===== config.mk =====
export PLATFORM = sky130hd
export DESIGN_NAME = mem_stage
export DESIGN_NICKNAME = d
export VERILOG_FILES = /design/src/rtl/mem_stage_pkg.sv /design/src/rtl/mem_req_fsm.sv /design/src/rtl/mem_stage.sv
export SDC_FILE = /design/constraint.sdc
export NUM_CORES = 1
export LEC_CHECK = 0
export ABC_AREA = 1
export BUFFER_PORTS_ARGS = -buffer_cell sky130_fd_sc_hd__buf_2
export CAP_MARGIN = 20
export CORE_MARGIN = 3
export CORE_UTILIZATION = 50
export CTS_CLUSTER_DIAMETER = 40
export DETAILED_ROUTE_END_ITERATION = 12
export PLACE_DENSITY = 0.85
export SLEW_MARGIN = 10
export SYNTH_ARGS = -nofsm -noshare
export SYNTH_HDL_FRONTEND = slang
export SYNTH_SLANG_ARGS = --single-unit

===== constraint.sdc =====
create_clock -name clk -period 2.91 [get_ports clk]
set_clock_uncertainty 0.15 [all_clocks]
set_input_delay 0.291 -clock clk [delete_from_list [all_inputs] [get_ports clk]]
set_output_delay 0.291 -clock clk [all_outputs]
set_load 0.03 [all_outputs]

===== src/rtl/mem_stage_pkg.sv =====
// Shared types and constants for the MEM pipeline stage.
package mem_stage_pkg;

  typedef enum logic {
    IDLE   = 1'b0,
    ACCESS = 1'b1
  } state_e;

  localparam logic [1:0] ERR_NONE     = 2'b00;
  localparam logic [1:0] ERR_MISALIGN = 2'b01;
  localparam logic [1:0] ERR_TIMEOUT  = 2'b10;

  // MEM/WB bundle handed to writeback
  typedef struct packed {
    logic [31:0] data;
    logic [4:0]  rd;
    logic        reg_write;
    logic [1:0]  err;
  } mem_wb_t;

  // r0 is hardwired, so a write to it is never enabled
  function automatic logic wr_en(input logic rw, input logic [4:0] rd);
    return rw & (rd != 5'd0);
  endfunction

endpackage


===== src/rtl/mem_req_fsm.sv =====
// Data-memory request sequencer: owns the IDLE/ACCESS state, the timeout
// counter, the registered request line and the combinational EX stall.
module mem_req_fsm
  import mem_stage_pkg::*;
#(
  parameter int TIMEOUT_CYC = 16
) (
  input  logic clk,
  input  logic reset,
  input  logic start_i,   // aligned memory op presented while idle
  input  logic ack_i,
  output logic req_o,
  output logic stall_o,
  output logic idle_o,
  output logic done_o,    // ack seen while accessing
  output logic tmo_o      // last allowed access cycle passed without ack
);

  localparam int CW = $clog2(TIMEOUT_CYC + 1);
  localparam logic [CW-1:0] LAST = CW'(TIMEOUT_CYC - 1);

  state_e        state_q;
  logic [CW-1:0] cnt_q;
  logic          req_q;

  // Completion/abort decode; ack in the final cycle counts as completion
  always_comb begin
    idle_o  = (state_q == IDLE);
    done_o  = ~idle_o & ack_i;
    tmo_o   = ~idle_o & ~ack_i & (cnt_q == LAST);
    stall_o = idle_o ? start_i : ~(ack_i | tmo_o);
    req_o   = req_q;
  end

  // State, request and timeout counter
  always_ff @(posedge clk) begin
    if (reset) begin
      state_q <= IDLE;
      cnt_q   <= '0;
      req_q   <= 1'b0;
    end else begin
      case (state_q)
        IDLE: begin
          cnt_q <= '0;
          if (start_i) begin
            state_q <= ACCESS;
            req_q   <= 1'b1;
          end
        end
        ACCESS: begin
          if (ack_i || tmo_o) begin
            state_q <= IDLE;
            req_q   <= 1'b0;
            cnt_q   <= '0;
          end else begin
            cnt_q <= cnt_q + 1'b1;
          end
        end
        default: begin
          state_q <= IDLE;
          req_q   <= 1'b0;
          cnt_q   <= '0;
        end
      endcase
    end
  end

endmodule


===== src/rtl/mem_stage.sv =====
// MEM stage: accepts the EX bundle, runs LDW/STW over a req/ack data-memory
// port, stalls EX while an access is outstanding and registers MEM/WB.
module mem_stage
  import mem_stage_pkg::*;
#(
  parameter int AW          = 10,
  parameter int TIMEOUT_CYC = 16
) (
  input  logic          clk,
  input  logic          reset,
  input  logic          valid_2_mem,
  input  logic [31:0]   alu_result_2_mem,
  input  logic [31:0]   addr_2_mem,
  input  logic [31:0]   st_data_2_mem,
  input  logic          mem_read_2_mem,
  input  logic          mem_write_2_mem,
  input  logic          mem_to_reg_2_mem,
  input  logic          reg_write_2_mem,
  input  logic [4:0]    rd_add_value_2_mem,
  output logic          stall_2_ex,
  output logic          dmem_req,
  output logic          dmem_we,
  output logic [AW-1:0] dmem_addr,
  output logic [31:0]   dmem_wdata,
  input  logic          dmem_ack,
  input  logic [31:0]   dmem_rdata,
  output logic [31:0]   wb_data_2_wb,
  output logic [4:0]    rd_add_value_2_wb,
  output logic          reg_write_2_wb,
  output logic [1:0]    err_2_wb
);

  logic mem_op, misaligned, start;
  logic fsm_idle, fsm_done, fsm_tmo;

  // Captured instruction for the duration of an access
  logic [AW-1:0] addr_q;
  logic [31:0]   wdata_q, alu_q;
  logic          we_q, rw_q, m2r_q;
  logic [4:0]    rd_q;

  mem_wb_t wb_d, wb_q;

  // Upper address bits are intentionally dropped by the word-address truncation
  logic unused_addr_hi;
  assign unused_addr_hi = ^addr_2_mem[31:AW+2];

  assign mem_op     = valid_2_mem & (mem_read_2_mem | mem_write_2_mem);
  assign misaligned = |addr_2_mem[1:0];
  assign start      = fsm_idle & mem_op & ~misaligned;

  mem_req_fsm #(.TIMEOUT_CYC(TIMEOUT_CYC)) u_fsm (
    .clk     (clk),
    .reset   (reset),
    .start_i (start),
    .ack_i   (dmem_ack),
    .req_o   (dmem_req),
    .stall_o (stall_2_ex),
    .idle_o  (fsm_idle),
    .done_o  (fsm_done),
    .tmo_o   (fsm_tmo)
  );

  // Capture address/data/control when an access is launched
  always_ff @(posedge clk) begin
    if (reset) begin
      addr_q  <= '0;
      wdata_q <= '0;
      alu_q   <= '0;
      we_q    <= 1'b0;
      rw_q    <= 1'b0;
      m2r_q   <= 1'b0;
      rd_q    <= '0;
    end else if (start) begin
      addr_q  <= addr_2_mem[AW+1:2];
      wdata_q <= st_data_2_mem;
      alu_q   <= alu_result_2_mem;
      we_q    <= mem_write_2_mem;   // write wins when both are set
      rw_q    <= reg_write_2_mem;
      m2r_q   <= mem_to_reg_2_mem;
      rd_q    <= rd_add_value_2_mem;
    end
  end

  assign dmem_addr  = addr_q;
  assign dmem_we    = we_q;
  assign dmem_wdata = wdata_q;

  // WB bundle select: bubble unless an instruction retires this cycle
  always_comb begin
    wb_d.data      = alu_result_2_mem;
    wb_d.rd        = rd_add_value_2_mem;
    wb_d.reg_write = 1'b0;
    wb_d.err       = ERR_NONE;
    if (fsm_idle) begin
      if (valid_2_mem && !mem_op)
        wb_d.reg_write = wr_en(reg_write_2_mem, rd_add_value_2_mem);
      else if (mem_op && misaligned)
        wb_d.err = ERR_MISALIGN;
    end else if (fsm_done) begin
      wb_d.data      = m2r_q ? dmem_rdata : alu_q;
      wb_d.rd        = rd_q;
      wb_d.reg_write = ~we_q & wr_en(rw_q, rd_q);
    end else if (fsm_tmo) begin
      wb_d.data = alu_q;
      wb_d.rd   = rd_q;
      wb_d.err  = ERR_TIMEOUT;
    end
  end

  // MEM/WB pipeline register
  always_ff @(posedge clk) begin
    if (reset) wb_q <= '0;
    else       wb_q <= wb_d;
  end

  assign wb_data_2_wb      = wb_q.data;
  assign rd_add_value_2_wb = wb_q.rd;
  assign reg_write_2_wb    = wb_q.reg_write;
  assign err_2_wb          = wb_q.err;

endmodule


-- Word level (Yosys, flattened, before mapping)
Index checks and enable logic that the tools add are counted.
W data, S select, Z words.
- add/sub/neg operators: 1
- $mul: 0
- divide/modulo/power cells: 0
- order comparisons: 0
- equality and inequality tests: 3
- shift operators: 0
- multiplexer cells: 20
- bitwise logic cells: 16
- reduce and logical (&&, ||, !) cells: 8
- operators by type and width (kind ; number):
    $mux W37 ; 3
    $mux W32 ; 1
    $pmux W5 S2 ; 1
    $reduce_bool A5 Y1 ; 2
    $and A1 B1 Y1 ; 9
    $mux W1 ; 9
    $add A5 B1 Y5 const B ; 1
    $eq A5 B4 Y1 const B ; 1
    $mux W5 ; 1
    $not A1 Y1 ; 5
    $mux W2 ; 2
    $pmux W1 S2 ; 2
    $mux W3 ; 1
    $logic_and A1 B1 Y1 ; 2
    $ne A2 B1 Y1 const B ; 1
    $ne A2 B2 Y1 const B ; 1
    $or A1 B1 Y1 ; 2
    $reduce_and A2 Y1 ; 1
    $reduce_or A2 Y1 ; 1
    $logic_not A1 Y1 ; 1
    $logic_or A1 B1 Y1 ; 1
- register bits after elaboration: 129
- bits in latches: 0
- memory bits (writable): 0
- ROM bits: 0
- bits of input ports: 141
- output and inout port bits: 85
- logic and storage cells: 62
- memories: 0

-- Logic depth before layout (Yosys ltp)
Gate-level depths: netlist of run 1.
- word-level depth: 6
- gate-level depth with buffers: 11
- depth with buffers taken out: 10

-- Hierarchy
From an unflattened synthesis of run 1, not the netlist that was laid out.
- cells, all modules: 855
- area, all modules: 5584.1 um2
- by module, submodules not included (module ; times used ; cells an instance ; area an instance (um2) ; sequential area each (um2)):
    mem_stage ; 1 ; 815 ; 5280.1 ; 2442.3
    mem_req_fsm ; 1 ; 40 ; 304.0 ; 140.1

-- Worst setup path after synthesis of run 1
No wires, ideal clock.
- path kind: register to output
- from: reg u_fsm.cnt_q[0]
- to: out stall_2_ex
- data arrival time: 1.481 ns
- required time: 2.469 ns
- slack: 0.988 ns
- stages on the path, launching flop included: 9
- path buffers: 1
- cell sequence: dfxtp_1 -> ha_1 -> nand2_1 -> nor2_1 -> ha_1 -> inv_1 -> clkbuf_1 -> nand2_1 -> nand2_1
- word-level cells in the longest chain between the ends: 5
- ends and longest elaborated chain (what ; RTL line ; RTL):
    start: declaration ; mem_req_fsm.sv:23 ; logic [CW-1:0] cnt_q;
    start signal: assignment ; mem_req_fsm.sv:56 ; cnt_q <= cnt_q + 1'b1;
    $eq A5 B4 Y1 ; mem_req_fsm.sv:30 ; tmo_o = ~idle_o & ~ack_i & (cnt_q == LAST);
    $and A1 B1 Y1 ; mem_req_fsm.sv:30 ;
    $or A1 B1 Y1 ; mem_req_fsm.sv:31 ; stall_o = idle_o ? start_i : ~(ack_i | tmo_o);
    $not A1 Y1 ; mem_req_fsm.sv:31 ;
    $mux W1 ; mem_req_fsm.sv:31 ;
    end: declaration ; mem_stage.sv:20 ; output logic stall_2_ex,
No other way between the ends.

-- Worst setup path in the final report of run 1
Same ends and word-level chain as after synthesis.

==> results of run 1 <==
## worst reg2reg max path, delay by kind of cell (launching register included)
family	cells	cell delay (ns)
AND/OR/NAND/NOR	8	1.11
adder cells (fa/ha/maj)	2	0.42
flip-flops	1	0.33
buffers and inverters	1	0.18
## flip-flops by register name, summed over array words and instances, names as in the netlist
| name | count |
|---|---|
| u_fsm.req_o | 1 |
| rd_add_value_2_wb | 5 |
| reg_write_2_wb | 1 |
| dmem_wdata | 32 |
| rd_q | 5 |
| wb_data_2_wb | 32 |
| u_fsm.state_q | 1 |
| dmem_addr | 10 |
| rw_q | 1 |
| err_2_wb | 2 |
| m2r_q | 1 |
| dmem_we | 1 |
| u_fsm.cnt_q | 5 |
| alu_q | 32 |
## worst paths after layout
check	endpoint	slack, ns	depth (start not counted)
worst min-delay path	rd_q[1]	0.005	3
worst max-delay path	stall_2_ex	0.49	8
worst max register to register	wb_data_2_wb[20]	0.58	11
worst min register to register	u_fsm.cnt_q[0]	0.31	1
## cell type report
class / instances / area [sq um]
antenna: 1 / 2.50
clock buffer: 21 / 460
clock inverter: 10 / 159
fill: 805 / 2840
inverter: 100 / 375
multi-input combinational: 611 / 2480
sequential: 129 / 2580
tap: 140 / 175
timing repair buffer: 294 / 1910
## routing by layer
| layer | global-route usage (%) | share of wire (%) | vias up |
|---|---|---|---|
| li1 | - | - | 3185 |
| met1 | 29.8 | 40 | 2791 |
| met2 | 48.8 | 51 | 233 |
| met3 | 7.70 | 7.4 | 36 |
| met4 | 9.46 | 2.1 | 0 |
| met5 | 0 | 0 | - |
## synthesized netlist by cell type (all sizes together)
| cell type | instances |
|---|---|
| buf | 29 |
| o21ai | 4 |
| ha | 2 |
| nor4 | 2 |
| a211oi | 4 |
| dfxtp | 129 |
| nand2 | 250 |
| nand3b | 1 |
| clkbuf | 23 |
| nor3b | 1 |
| clkinv | 1 |
| nor2 | 267 |
| nand4 | 15 |
| inv | 99 |
| a21oi | 5 |
| nand3 | 60 |
## power by group through the flow
stage | clock (uW) | sequential, uW | combinational [uW]
3_3_place_gp | 0 | 1920 | 550
3_5_place_dp | 0 | 1920 | 558
4_1_cts | 2270 | 1880 | 643
5_1_grt | 2340 | 1890 | 722
6_report | 2250 | 1880 | 655
2_1_floorplan | 0 | 2040 | 240
## through the flow
stage / std cells / setup WS [ns] / total power [uW] / hold WS [ns]
after floorplan: 892 / 0.988 / 2280 / 0.220
after global placement: 1198 / 0.663 / 2470 / 0.297
after detailed placement: 1198 / 0.622 / 2480 / 0.301
after CTS: 1305 / 0.482 / 4790 / 0.000318
after global routing: 1306 / 0.326 / 4960 / 0.0120
final: 1306 / 0.490 / 4790 / 0.00486
## logic make-up after synthesis
family	after synthesis	synth area share (%)
DFF	129	45.2
AOI/OAI and AO/OA	13	1.31
buffers and inverters	152	11.4
adders and majority gates	2	0.438
and+or+nand+nor	596	41.6
==> metrics, run 1 <==
min-delay src=rd_add_value_2_mem[1]; Placer Congestion=0.797; Resized Gates After CTS=0; pwr/cell area=588 mW/mm^2; cts bufs inserted=17; core area=0.0110 sq mm; Rows=38; most frequent cells in the layout=nor2_1 (265), nand2_1 (246), buf_2 (205), dfxtp_1 (129), inv_1 (96); critical path class=register to primary output; Die Area=0.0127 sq mm; fraction of layout cells with a size suffix above 1=22.0%; critical path launch point=u_fsm.cnt_q[0]; drt total wl=17.2 mm; Max Cap Viol=0; slowest cell delay on critical path=0.33 ns; IR drop worst, VDD=0.000463 V; fin util=74.2%; worst r2r src=u_fsm.cnt_q[0]; TritonCTS clock tree=done; # DRC=0; critical path required time=2.47 ns; logic gate share of total power=13.7%; internal power=3580 uW; Mapped Nets=1,035; Pre-antenna DRT Iters=5; Setup violations, final=0; status=finished clean; Yosys warnings=0; port bufs=205; # IOs=226; post-synthesis area per instance=6.40 sq um; Final nets=1,296; sequence of cells on the critical path=ha_1, nand2_1, nor2_1, ha_1, inv_1, nand2_1, nand2_1, buf_2; clock network power share=47.0%; CP endpoint kind=primary output; Cell variety after synth=23; largest cells by area after synthesis=dfxtp_1 (45%), nor2_1 (17%), nand2_1 (16%); Slew Limit Headroom=59.4%; register area share after synthesis=45.2%; DRT antenna net count=0; sw frac=25.2%; initial core utilization=52.0%; total grt overflow=0; endpoints failing hold=0; vias in the first global route=6,091; Post-CTS Setup Inserts=0; Clk pin slew, worst setup/hold paths=0.05 ns; Die Span Y=113 um; Crit Path Max Fanout=11; die width=113 um; DP HPWL=10.0 mm; Post-Place Cell Area=0.00676 sq mm; Syn Inst Count=892; Worst Hold Class=primary input to register; worst endpoint data arrival time=1.98 ns; Yosys top cell area share=45.2%; biggest area consumer among synthesized cells=dfxtp_1; Worst path slowest cell=dfxtp_1; Tot GR Track Use=26.8%; FMAX=413 MHz; global-route wire length before repair=28.0 mm; Hold-fix buffers, CTS=76; element type at the critical path start=register; largest net degree at the start of global routing=66; CTS sink cnt=129; max-slew violation count=0; FF+latch count, synth=129; RSZ-0062 raised after global routing=no; Worst path top cell family by delay=buffers and inverters; commonest non-fill, non-tap cell in the layout=nor2_1; Vias per Instance=4.78; Skew-Pair Late Insertion Delay=0.41 ns; CP dominant cell by count=nand2_1; Layout area overhead=42.7%; CTS Buffer Depth=2; vias post-DR=6,245; Static Leak=0.00453 uW; Sequential Power Share=39.4%; TNS Setup=0 ns; Final Cycle Share=83.2%; crit path time final=2.42 ns; crit path buf inv count=2; Slew @ Worst Pin=0.607 ns; Mapped Area=0.00571 sq mm; Net Switching=1200 uW; fin area=0.00815 sq mm; H-tree Lvls=4; Starting DRT DRC Count=573; CTS root buffer=clkbuf_16; initial antenna violation count=1; wire length per cell=13.2 um
(Power assumes the default switching activity.)
==> run 2, diff against run 1 <==
CORE_UTILIZATION = 49   (was 50)
PLACE_DENSITY = 0.84   (was 0.85)
clock period = 2.5 ns   (was 2.91 ns; I/O delays follow)
==> metrics, run 2 (same netlist as run 1, synthesis figures left out) <==
Clk pin slew, worst setup/hold paths=0.05 ns; placed insts=1,198; Skew-Pair Late Insertion Delay=0.41 ns; die width=114 um; global-route wire length before repair=27.4 mm; Fillers=868; element type at the critical path start=register; endpoints failing hold=0; Pre-antenna DRT Iters=5; pwr/cell area=658 mW/mm^2; vias in the first global route=5,897; DRT antenna net count=0; Slew Limit Headroom=64.3%; RR Endpoint=wb_data_2_wb[14]; Hold Path Cell Cnt=3; Final Hold Slack=0.0184 ns; routed length on met1=6.95 mm; worst r2r src=u_fsm.cnt_q[0]; Starting DRT DRC Count=442; Final Cycle Share=91.4%; Worst Hold Class=primary input to register; crit path time final=2.29 ns; fin util=73.5%; dpl ws=0.424 ns; DP HPWL=10.4 mm; Final nets=1,302; Max Cap Viol=0; core area=0.0111 sq mm; most frequent cells in the layout=nor2_1 (265), nand2_1 (246), buf_2 (205), dfxtp_1 (129), inv_1 (96); status=finished clean; top layer in use=met4; Rows=38; max-slew violation count=0; commonest non-fill, non-tap cell in the layout=nor2_1; drt total wl=17.5 mm; Setup violations, final=0; H-tree Lvls=4; TNS Setup=0 ns; TritonCTS clock tree=done; final worst slack=0.215 ns; fin cells=1,309; CP endpoint=stall_2_ex; initial antenna violation count=0; wire length per cell=13.3 um; CTS root buffer=clkbuf_16; ant diodes=0; critical path class=register to primary output; Die Span Y=114 um; R2R depth=10; Crit Path Max Fanout=23; Die Area=0.0130 sq mm; critical path launch point=u_fsm.state_q; initial core utilization=51.3%; vias post-DR=6,209; Tot GR Track Use=26.4%; Placer Congestion=0.792; fraction of layout cells with a size suffix above 1=21.6%; total grt overflow=0; # IOs=226; critical path required time=2.10 ns; IR drop worst, VDD=0.000828 V; worst endpoint data arrival time=1.89 ns; # DRC=0; Slew @ Worst Pin=0.534 ns; Static Leak=0.00455 uW; Layout area overhead=43.3%; CP endpoint kind=primary output; CTS sink cnt=129; Post-CTS Setup Inserts=0; Vias per Instance=4.74; largest net degree at the start of global routing=48; Reg2Reg Setup Slack=0.38 ns; port bufs=205; CTS Buffer Depth=2; metal2 WL=8.76 mm; FMAX=438 MHz; cts bufs inserted=17; Met3 Wirelength=1.33 mm; RSZ-0062 raised after global routing=no
-- run 2: cell count changes in the layout (fill, tap and decap cells not counted), sizes merged --
cell / change
clkbuf: +3
diode: -1
dlygate4sd3: +6
clkinvlp: -2
bufinv: -2
clkinv: -1
-- run 2: layout make-up --
| type | count | area [sq um] | share of cell area (%) |
|---|---|---|---|
| Timing Repair Buffer | 300 | 1990 | 24.4 |
| Sequential cell | 129 | 2580 | 31.6 |
| Tap cell | 140 | 175 | 2.14 |
| Multi-Input combinational cell | 611 | 2480 | 30.3 |
| Clock buffer | 24 | 492 | 6.01 |
| Clock inverter | 5 | 78.8 | 0.964 |
| Inverter | 100 | 375 | 4.59 |
-- run 2: what timing repair did --
item / CTS / global route
hold buffers: 82 / 0
gates resized for setup: 0 / 0
hold endpoints to repair: 86 / 0
-- run 2: metal layers --
layer,track usage [%],vias to the layer above
li1,-,3197
met3,7.96,37
met5,0,-
met4,9.66,0
met2,47.0,252
met1,29.7,2723
-- run 2: power breakdown --
group	switching [uW]	internal (uW)	total [uW]	leakage, uW
sequential	41.3	2160	2200	0.00106
combinational	459	311	770	0.00321
clock	859	1560	2410	0.000282
total	1360	4020	5380	0.00455
-- run 2: how the worst min path moves through the flow --
stage	startpoint	end	slack [ns]
floorplan	dmem_ack	err_2_wb[1]	0.18
global placement	u_fsm.cnt_q[0]	u_fsm.cnt_q[0]	0.30
detailed placement	u_fsm.cnt_q[0]	u_fsm.cnt_q[0]	0.30
CTS	alu_result_2_mem[20]	alu_q[20]	0.01
global route	alu_result_2_mem[20]	alu_q[20]	0.02
finish	alu_result_2_mem[20]	alu_q[20]	0.02
-- run 2: through the flow --
stage | instance area (sq um) | total power [uW]
after floorplan | 5710 | 2660
after global placement | 6790 | 2880
after detailed placement | 6790 | 2890
after CTS | 8180 | 5390
after global routing | 8180 | 5590
final | 8180 | 5380
-- run 2: critical path, stage by stage (launching register included) --
cell and delay (ns):
dfxtp_1 0.42, inv_2 0.26, nand2_2 0.11, nor2_2 0.16, nand2_4 0.21, nand2_1 0.11
buf_2 0.21
==> run 3, diff against run 2 <==
CORE_UTILIZATION = 48   (was 49)
PLACE_DENSITY = 0.82   (was 0.84)
SYNTH_HIERARCHICAL = 1   (was not set)
==> metrics, run 3 <==
core area=0.0111 sq mm; H-tree Lvls=4; CP dominant cell by count=nand2_1; Slew Limit Headroom=61.1%; vias in the first global route=5,793; slowest cell delay on critical path=0.35 ns; Setup violations, final=0; Synth Area in Compound Gates=3.67%; Slew @ Worst Pin=0.583 ns; post-synthesis area per instance=6.53 sq um; dpl ws=0.400 ns; ys flop type=dfxtp_1; vias post-DR=6,065; worst endpoint data arrival time=1.89 ns; Starting DRT DRC Count=547; adder-cell share of the synthesized area=0.448%; crit path time final=2.29 ns; mux share of post-synthesis cell area=0%; ant diodes=0; Yosys warnings=6; Worst Hold Class=primary input to register; # DRC=0; Post-Synth Simple-Gate Area=38.0%; Mapped Nets=998; CP endpoint kind=primary output; TNS Setup=0 ns; Placer Congestion=0.797; CTS sink cnt=129; initial antenna violation count=0; Skew-Pair Late Insertion Delay=0.41 ns; Final nets=1,278; TritonCTS clock tree=done; CTS root buffer=clkbuf_16; Worst path slowest cell=dfxtp_1; largest cells by area after synthesis=dfxtp_1 (46%), nand2_1 (20%), nor2_1 (13%); DRT antenna net count=0; wire length per cell=12.9 um; fin util=73.1%; die width=114 um; FMAX=437 MHz; cts bufs inserted=17; Die Area=0.0130 sq mm; Static Leak=0.00441 uW; critical path required time=2.10 ns; Crit Path Max Fanout=23; most frequent cells in the layout=nand2_1 (304), buf_2 (205), nor2_1 (190), dfxtp_1 (128), inv_1 (96); IR drop worst, VDD=0.000546 V; critical path class=register to primary output; Layout area overhead=45.6%; fraction of layout cells with a size suffix above 1=21.8%; status=finished clean; Rows=38; DP HPWL=9.06 mm; endpoints failing hold=0; Yosys top cell area share=46.2%; CTS Buffer Depth=2; Pre-antenna DRT Iters=6; top-count cell post-synth=nand2_1; max-slew violation count=0; pwr/cell area=664 mW/mm^2; Fillers=803; Clk pin slew, worst setup/hold paths=0.05 ns; most frequent cells after synthesis=nand2_1 (304), nor2_1 (190), dfxtp_1 (129), inv_1 (96), o21ai_0 (39); final worst slack=0.210 ns; Die Span Y=114 um; post-synthesis xor/xnor area fraction=0.157%; Max Cap Viol=0; drt total wl=16.5 mm; Vias per Instance=4.72; element type at the critical path start=register; Tot GR Track Use=25.8%; Syn Inst Count=855; largest net degree at the start of global routing=91; register area share after synthesis=46.2%; Async SR Flop Fraction=0%; largest family of logic cells by synthesized area=simple AND/OR/NAND/NOR gates; biggest area consumer among synthesized cells=dfxtp_1; total grt overflow=0; Cell variety after synth=21; initial core utilization=50.2%; port bufs=205; RSZ-0062 raised after global routing=no; Final Cycle Share=91.6%; number of flops mapped to enable cells by yosys=0; FF+latch count, synth=129; Mapped Area=0.00558 sq mm; # IOs=226; commonest non-fill, non-tap cell in the layout=nand2_1; sequence of cells on the critical path=inv_1, nand2_1, inv_2, nand3_4, inv_1, nand2_1, nand2_1, buf_2; global-route wire length before repair=26.8 mm
## run 3: cell types whose count changed in the layout (fill, tap and decap cells not counted), sizes merged, moves of 3 or more
cell	delta
nand4	-12
dlygate4sd3	+8
a21oi	-3
a211oi	-4
nor2	-74
nand2	+55
o21ai	+35
buf	-4
nand3	-22
clkinv	-3
## run 3: kinds of logic (layout without fill, tap and decap cells)
group           Yosys count  after routing
xor+xnor                  1              1
simple gates            541            541
compound gates           41             41
fa+ha+maj                 2              2
flops                   129            129
buf+inv                 141            432
## run 3: power by group
| group | switching [uW] | internal [uW] | leakage (uW) | total, uW |
|---|---|---|---|---|
| combinational | 430 | 298 | 0.00306 | 727 |
| clock | 859 | 1610 | 0.000288 | 2470 |
| sequential | 39.8 | 2160 | 0.00106 | 2200 |
| total | 1330 | 4070 | 0.00441 | 5400 |
## run 3: path summary, 6_finish.rpt
check	from	end	slack [ns]	cells after the start
hold reg to reg	alu_q[31]	wb_data_2_wb[31]	0.31	2
setup / recovery	u_fsm/state_q	stall_2_ex	0.21	8
hold / removal	dmem_rdata[19]	wb_data_2_wb[19]	0.01	5
setup reg to reg	u_fsm/cnt_q[0]	wb_data_2_wb[15]	0.38	12
## run 3: area by class of cell
cell class | instances | area [sq um] | share of cell area, %
Multi-Input combinational cell | 585 | 2370 | 29.1
Sequential cell | 129 | 2580 | 31.8
Tap cell | 140 | 175 | 2.15
Inverter | 98 | 368 | 4.53
Clock inverter | 4 | 72.6 | 0.893
Clock buffer | 26 | 519 | 6.39
Timing Repair Buffer | 304 | 2040 | 25.2
## run 3: timing repair
| action | in CTS | in global routing |
|---|---|---|
| hold endpoints to repair | 121 | 0 |
| hold buffers | 90 | 0 |
| resized for setup | 0 | 0 |
| setup buffers | 0 | 0 |
| setup endpoints to repair | 0 | 0 |
## run 3: per-layer routing
metal | track usage [%] | vias to the layer above | wire (um)
met5 | 0 | - | 0
met4 | 9.74 | 0 | 282
met3 | 8.06 | 31 | 1380
met2 | 44.8 | 251 | 8050
met1 | 29.7 | 2679 | 6820
li1 | - | 3104 | -
## run 3: per-stage QoR
step / hold slack, ns / power (uW) / std cells / cell area (sq um)
CTS: 0.000418 / 5410 / 1286 / 8130
global route: 0.0236 / 5620 / 1286 / 8130
detailed placement: 0.301 / 2830 / 1166 / 6640
floorplan: 0.169 / 2620 / 855 / 5580
finish: 0.0103 / 5400 / 1286 / 8130
global placement: 0.297 / 2820 / 1166 / 6640
## run 3: critical path: cells and delay by family, from the launching register on
family	cells	cell delay, ns
buffers and inverters	4	0.61
DFF	1	0.35
and+or+nand+nor	4	0.52
